$ cat config.mk
export PLATFORM = sky130hd
export DESIGN_NAME = ctnr_reload_flat
export DESIGN_NICKNAME = d
export VERILOG_FILES = /design/src/rtl/ctnr_reload_if.sv /design/src/rtl/ctnr_reload.sv /design/src/flat_wrapper.sv
export SDC_FILE = /design/constraint.sdc
export NUM_CORES = 1
export LEC_CHECK = 0
export CAP_MARGIN = 20
export CORE_MARGIN = 1.5
export CORE_UTILIZATION = 45
export CTS_CLUSTER_SIZE = 16
export DETAILED_ROUTE_END_ITERATION = 10
export MAX_ROUTING_LAYER = met4
export PLACE_DENSITY = 0.77
export REMOVE_ABC_BUFFERS = 1
export SLEW_MARGIN = 10
export SYNTH_ARGS = -nofsm -noshare
export SYNTH_HDL_FRONTEND = slang
export SYNTH_SLANG_ARGS = --single-unit
export TNS_END_PERCENT = 20
$ cat constraint.sdc
create_clock -name CK -period 2.33 [get_ports CK]
set_input_delay 0.466 -clock CK [delete_from_list [all_inputs] [get_ports CK]]
set_output_delay 0.466 -clock CK [all_outputs]
set_load 0.05 [all_outputs]
$ cat src/rtl/ctnr_reload_if.sv
// Bus bundle for the loadable up/down counter with reload register.
// The master drives control and load data; the slave (the counter) returns
// its count, the inverted count, the cascade carry and its status flags.
interface ctnr_reload_if #(
    parameter int WIDTH = 16
);
    logic [WIDTH-1:0] D;
    logic             LD;
    logic             LDR;
    logic             ENAB;
    logic             UP;
    logic [1:0]       MODE;
    logic [WIDTH-1:0] Q;
    logic [WIDTH-1:0] QL;
    logic             CO;
    logic             TC;
    logic             RUN;

    modport master (
        output D, LD, LDR, ENAB, UP, MODE,
        input  Q, QL, CO, TC, RUN
    );

    modport slave (
        input  D, LD, LDR, ENAB, UP, MODE,
        output Q, QL, CO, TC, RUN
    );
endinterface

$ cat src/rtl/ctnr_reload.sv
// Cascadable up/down counter with reload register.
// Modes: free-run wrap, periodic reload, one-shot (stops after reload), hold.
// Q, TC and RUN are registered; CO is combinational so a higher stage can
// use it as its count enable in the same cycle.
module ctnr_reload #(
    parameter int WIDTH = 16
) (
    input  logic          CK,
    input  logic          RESET,
    ctnr_reload_if.slave  bus
);
    localparam logic [1:0] MODE_FREE = 2'b00;
    localparam logic [1:0] MODE_PER  = 2'b01;
    localparam logic [1:0] MODE_ONE  = 2'b10;
    localparam logic [1:0] MODE_HOLD = 2'b11;

    logic [WIDTH-1:0] q_q, q_d;
    logic [WIDTH-1:0] rld_q, rld_d;
    logic             run_q, run_d;
    logic             tc_q, tc_d;

    logic [WIDTH-1:0] tv;
    logic             at_tv;
    logic             step;

    // Terminal value follows the current direction; a step is allowed only
    // when enabled, running, not in hold and not being overridden by a load.
    always_comb begin
        tv    = bus.UP ? {WIDTH{1'b1}} : {WIDTH{1'b0}};
        at_tv = (q_q == tv);
        step  = bus.ENAB & run_q & (bus.MODE != MODE_HOLD) & ~bus.LD;
    end

    // Next-state: load has priority over counting; reload register is
    // written independently of the counter load.
    always_comb begin
        q_d   = q_q;
        rld_d = rld_q;
        run_d = run_q;
        tc_d  = 1'b0;

        if (bus.LDR) begin
            rld_d = bus.D;
        end

        if (bus.LD) begin
            q_d   = bus.D;
            run_d = 1'b1;
        end else begin
            // Leaving one-shot mode (or never being in it) re-arms the counter.
            if (bus.MODE != MODE_ONE) begin
                run_d = 1'b1;
            end
            if (step) begin
                if (at_tv) begin
                    tc_d = 1'b1;
                    case (bus.MODE)
                        MODE_PER: q_d = rld_q;
                        MODE_ONE: begin
                            q_d   = rld_q;
                            run_d = 1'b0;
                        end
                        // Free-run: plain modulo step gives the wrap.
                        default:  q_d = bus.UP ? q_q + 1'b1 : q_q - 1'b1;
                    endcase
                end else begin
                    q_d = bus.UP ? q_q + 1'b1 : q_q - 1'b1;
                end
            end
        end
    end

    // State registers with synchronous reset overriding every strobe.
    always_ff @(posedge CK) begin
        if (RESET) begin
            q_q   <= '0;
            rld_q <= '0;
            run_q <= 1'b1;
            tc_q  <= 1'b0;
        end else begin
            q_q   <= q_d;
            rld_q <= rld_d;
            run_q <= run_d;
            tc_q  <= tc_d;
        end
    end

    assign bus.Q   = q_q;
    assign bus.QL  = ~q_q;
    assign bus.TC  = tc_q;
    assign bus.RUN = run_q;
    assign bus.CO  = step & at_tv;

endmodule

$ cat src/flat_wrapper.sv
// flat-port wrapper written by rule: the top's interface ports become plain ports
module ctnr_reload_flat 
#(
    parameter int WIDTH = 16
)
  (CK, RESET, bus_D, bus_LD, bus_LDR, bus_ENAB, bus_UP, bus_MODE, bus_Q, bus_QL, bus_CO, bus_TC, bus_RUN);
  ctnr_reload_if #(.WIDTH(WIDTH)) bus_i ();
  input  logic CK;
  input  logic RESET;
  input wire logic [$bits(bus_i.D)-1:0] bus_D;
  input wire logic [$bits(bus_i.LD)-1:0] bus_LD;
  input wire logic [$bits(bus_i.LDR)-1:0] bus_LDR;
  input wire logic [$bits(bus_i.ENAB)-1:0] bus_ENAB;
  input wire logic [$bits(bus_i.UP)-1:0] bus_UP;
  input wire logic [$bits(bus_i.MODE)-1:0] bus_MODE;
  output wire logic [$bits(bus_i.Q)-1:0] bus_Q;
  output wire logic [$bits(bus_i.QL)-1:0] bus_QL;
  output wire logic [$bits(bus_i.CO)-1:0] bus_CO;
  output wire logic [$bits(bus_i.TC)-1:0] bus_TC;
  output wire logic [$bits(bus_i.RUN)-1:0] bus_RUN;
  assign bus_i.D = bus_D;
  assign bus_i.LD = bus_LD;
  assign bus_i.LDR = bus_LDR;
  assign bus_i.ENAB = bus_ENAB;
  assign bus_i.UP = bus_UP;
  assign bus_i.MODE = bus_MODE;
  assign bus_Q = bus_i.Q;
  assign bus_QL = bus_i.QL;
  assign bus_CO = bus_i.CO;
  assign bus_TC = bus_i.TC;
  assign bus_RUN = bus_i.RUN;
  ctnr_reload #(.WIDTH(WIDTH)) u_core (.CK(CK), .RESET(RESET), .bus(bus_i));
endmodule
=== Yosys cells after proc, flatten, opt, wreduce, memory -nomap -nowiden ===
Cells that the tools add are included.

* Multiplexer cells: 11
* Equal/unequal tests: 5
* Add/sub/neg operators: 2
* Reduce and logical (&&, ||, !) cells: 4
* Bitwise operators: 7

{| class="wikitable"
|+ Operators with widths
! operator !! number
|-
| $mux 16 || 6
|-
| $add 16x1->16 const B || 1
|-
| $eq 16x16->1 || 1
|-
| $not 16->16 || 1
|-
| $sub 16x1->16 const B || 1
|-
| $mux 1 || 5
|-
| $and 1x1->1 || 4
|-
| $ne 2x2->1 const B || 2
|-
| $reduce_or 2->1 || 2
|-
| $reduce_or 3->1 || 1
|-
| $eq 2x1->1 const B || 1
|-
| $eq 2x2->1 const B || 1
|-
| $not 1->1 || 2
|-
| $reduce_bool 2->1 || 1
|}

* Bits in registers: 34
* Output and inout port bits: 35
* Input bits: 24
* Logic and storage cells: 33

=== Longest topological paths before layout ===
* Word-level depth: 6
* Mapped depth: 11

=== Worst setup path after synthesis ===
OpenSTA, ideal clock, no wires.

* Path kind: input to output
* From: input bus_UP
* To: output bus_CO
* Path slack: -0.884 ns
* Buffers on the path: 1
* Stages on the path: 7
* Data arrival time: 2.748 ns
* Cells stage by stage: inv_1 ha_1 clkbuf_2 and4_1 and4_2 nand2_1 nor3_1

* Word-level cells in the longest chain between the ends: 3

{| class="wikitable"
|+ RTL lines
! what !! RTL line !! source
|-
| start, declared || flat_wrapper.sv:14 || <nowiki>input wire logic [$bits(bus_i.UP)-1:0] bus_UP;</nowiki>
|-
| $mux 16 || ctnr_reload.sv:29 || <nowiki>tv = bus.UP ? {WIDTH{1'b1}} : {WIDTH{1'b0}};</nowiki>
|-
| $eq 16x16->1 || ctnr_reload.sv:30 || <nowiki>at_tv = (q_q == tv);</nowiki>
|-
| $and 1x1->1 || ctnr_reload.sv:92 || <nowiki>assign bus.CO = step & at_tv;</nowiki>
|-
| end, declared || flat_wrapper.sv:18 || <nowiki>output wire logic [$bits(bus_i.CO)-1:0] bus_CO;</nowiki>
|}

Every way passes these cells.

=== Worst setup path in the final report ===
Same ends and word-level chain as after synthesis.

==> impl_results.md <==
- Drt drc: 0
- Crit path cell chain: buf_8 > clkinvlp_4 > ha_1 > buf_4 > nand2_1 > a211oi_2 > nand2_1 > nor3_2 > buf_4 > buf_12
- Critical path launch point type: input pin
- Worst setup EP type: primary output
- CTS HTree Levels: 2
- Core Area: 5205 um^2
- CP max-delay cell: ha_1
- Syn_area_per_cell: 7.714 um^2
- Max stage delay on crit path: 350 ps
- NumNets Final: 491
- Status: complete, but fails checks
- Pins Over Slew Limit: 0
- Share of post-route cells with drive strength above 1: 0.2450
- Diode count: 0
- Cell taking the most area after synthesis: dfxtp_1
- CTS tree: yes
- Most frequent cell after synthesis: nand2_1
- Vias in the first global route: 2,780
- Overall Global Routing Usage: 0.2975
- CP delay by family, top: buffers and inverters
- Hold_ws: 492.6 ps
- Failing checks: negative setup slack
- Netlist cell types: 54
- Final setup margin: -232.8 ps
- Setup Crit Path Kind: in2out
- Clock Sinks: 34
- EDFF count, synth: 0
- Worst-path clk slew: 70 ps
- Combinational share of power: 0.459
- Post-DP HPWL: 6296 um
- Sequential share of power: 0.322
- 1st-pass router iterations: 4
- Clk_lat worst skew: 290 ps
- Die W: 77.18 um
- Power Internal: 1.276 mW
- First-pass GRT wire length: 13,530 um
- Initial antenna violation count: 0
- Final wirelength: 8314 um
- Setup Total Neg Slack: -316.9 ps
- Max IR drop VDD: 0.0002988 V
- Max_slew headroom: 0.6530
- Clock Power Share: 0.219
- Final min period: 2563 ps
- Crit share post-route: 1.100
- Worst min-delay path category: reg2reg
- RSZ-0062 raised after global routing: true
- Switching Share: 0.3798
- Most used flip-flop cell after synthesis: dfxtp_1
- Routed vias: 2,851
- Leading post-synthesis cells by cell area: dfxtp_1, ha_1, mux2i_1
- Cell Pwr Density: 533.3 nW/um^2
- Required time worst endpoint: 1860 ps
- CTS Buffer Depth: 2
- Ports: 59
- Crit path DAT: 2100 ps
- Final Hold Vio Count: 0
- Post-Syn Area: 2476 um^2
- Synth top area share: 0.2749
- Post-CTS Hold Buffers: 0
- TritonCTS buffer count: 5
- MaxCap Viol Count: 0
- Vias per inst: 5.493
- Synth warnings: 0
- Core Rows: 26
- Die ar.: 5957 um^2
- Grt ovf: 0
- Setup violations, final: 2
- Chip Height: 77.18 um
- Sw power: 0.7813 mW
- Clock root buffer: clkbuf_8
- Starting Density: 0.4757
- Post-synthesis instance total: 321
- Max Fclk: 390.2 MHz
- Register area share after synthesis: 0.2749
- Filler cells: 410
- Initial DRC count: 190
- Largest net degree at the start of global routing: 23
- Async SR Flop Fraction: 0
- Clock skew: 5.113 ps
- Post-DRT Antenna Nets: 0
- Layout area overhead: 55.79%
- Global placement routability congestion: 0.9638
- WP buf/inv: 5
- Avg WL per Cell: 16.02 um
- Post-synth top cells: nand2_1, dfxtp_1, nor2_1
- LEAKAGE: 1.661 nW
- I/O Buffers: 58
- Critical-path maximum fanout: 6
- Worst Tran Pin Value: 518.9 ps
- Yosys reg bits: 34
worst min-delay path, stage by stage (launching register included):
cell,delay [ps]
dfxtp_1,320
mux2i_1,70
nor2_1,70
what timing repair did:
| item | in CTS | in global routing |
|---|---|---|
| setup buffers | 6 | 2 |
| gates resized for setup | 12 | 12 |
| gates cloned | 1 | 0 |
| endpoints found under the setup margin | 18 | 12 |
| pin swaps | 4 | 3 |
area by class of cell:
| cell class | instances | area (um^2) | area share |
|---|---|---|---|
| clock buffers | 6 | 82.58 | 0.02141 |
| inverters | 23 | 90.09 | 0.02335 |
| multi-input cells | 247 | 1702 | 0.4411 |
| flip-flops and latches | 34 | 680.7 | 0.1765 |
| well taps | 70 | 87.58 | 0.02271 |
| repair buffers | 138 | 1207 | 0.3130 |
| repair inverters | 1 | 7.507 | 0.001946 |
routing by layer:
metal,GRT usage,share of wire
met1,0.3719,0.46
met4,0.1018,0.016
met5,-,0
met3,0.03095,0.037
met2,0.4982,0.49
cells in the final DEF (no fill, tap or decap), types with 2 or more instances in the layout:
cell              n
o31a_1            2
nand3b_1          2
a211o_1           2
dfxtp_1          34
ha_1             12
and2_2            2
o31ai_1           3
buf_6             3
nand2_1          36
o21ai_0          19
xnor2_1           8
o211ai_1          8
o221ai_1          2
nand3_1           4
ha_4              4
nand2b_1          4
mux2i_1          16
buf_4            77
nand4_1           6
clkbuf_8          6
a21oi_1          15
nor2_1           33
a211oi_1          4
o21a_1            3
a31o_2            4
a31oi_1           7
clkdlybuf4s50_1  56
a21oi_2           2
clkinvlp_4        2
a21o_2            2
o22ai_1           7
nor2b_1           2
a221oi_1          4
and3_1            3
inv_1            22
nor3_1            5
or3_1             4
power groups by stage:
stage	Clock (mW)	Combinational, mW	Sequential, mW
floorplan	0	0.428	0.753
global placement	0	0.902	0.671
detailed placement	0	0.908	0.672
CTS	0.457	0.921	0.660
global route	0.482	1.02	0.667
finish	0.450	0.945	0.663
stage by stage:
step / setup WS, ps / cells / utilization / power, mW / area [um^2]
4_1_cts: -199.0 / 517 / 0.7267 / 2.038 / 3782
3_5_place_dp: -776.7 / 504 / 0.6933 / 1.580 / 3608
2_1_floorplan: -853.1 / 304 / - / 1.181 / 2390
5_1_grt: -305.1 / 519 / 0.7411 / 2.167 / 3857
3_3_place_gp: -778.9 / 504 / 0.6933 / 1.573 / 3608
6_report: -232.8 / 519 / 0.7411 / 2.057 / 3857
logic make-up (layout without fill, tap and decap cells):
family,Yosys count,after routing,synth area share
muxes,16,16,0.06468
DFF,34,34,0.2749
xor gates and xnor gates,9,9,0.03184
buffers and inverters,40,168,0.06973
and+or+nand+nor,110,110,0.2112
AOI/OAI and AO/OA,95,95,0.2587
adders and majority gates,17,17,0.08893
path summary, 6_finish.rpt:
check,from,to,slack [ps],cells after the start
setup reg to reg,u_core.bus.Q[0],u_core.bus.TC,20,12
hold reg to reg,u_core.rld_q[4],u_core.rld_q[4],490,2
hold / removal,u_core.rld_q[4],u_core.rld_q[4],490,2
setup / recovery,bus_UP,bus_CO,-230,10
registers in the layout, summed over array words and instances (netlist names):
name / flops
u_core.bus.Q: 16
u_core.rld_q: 16
u_core.bus.RUN: 1
u_core.bus.TC: 1
(Power assumes the default switching activity.)
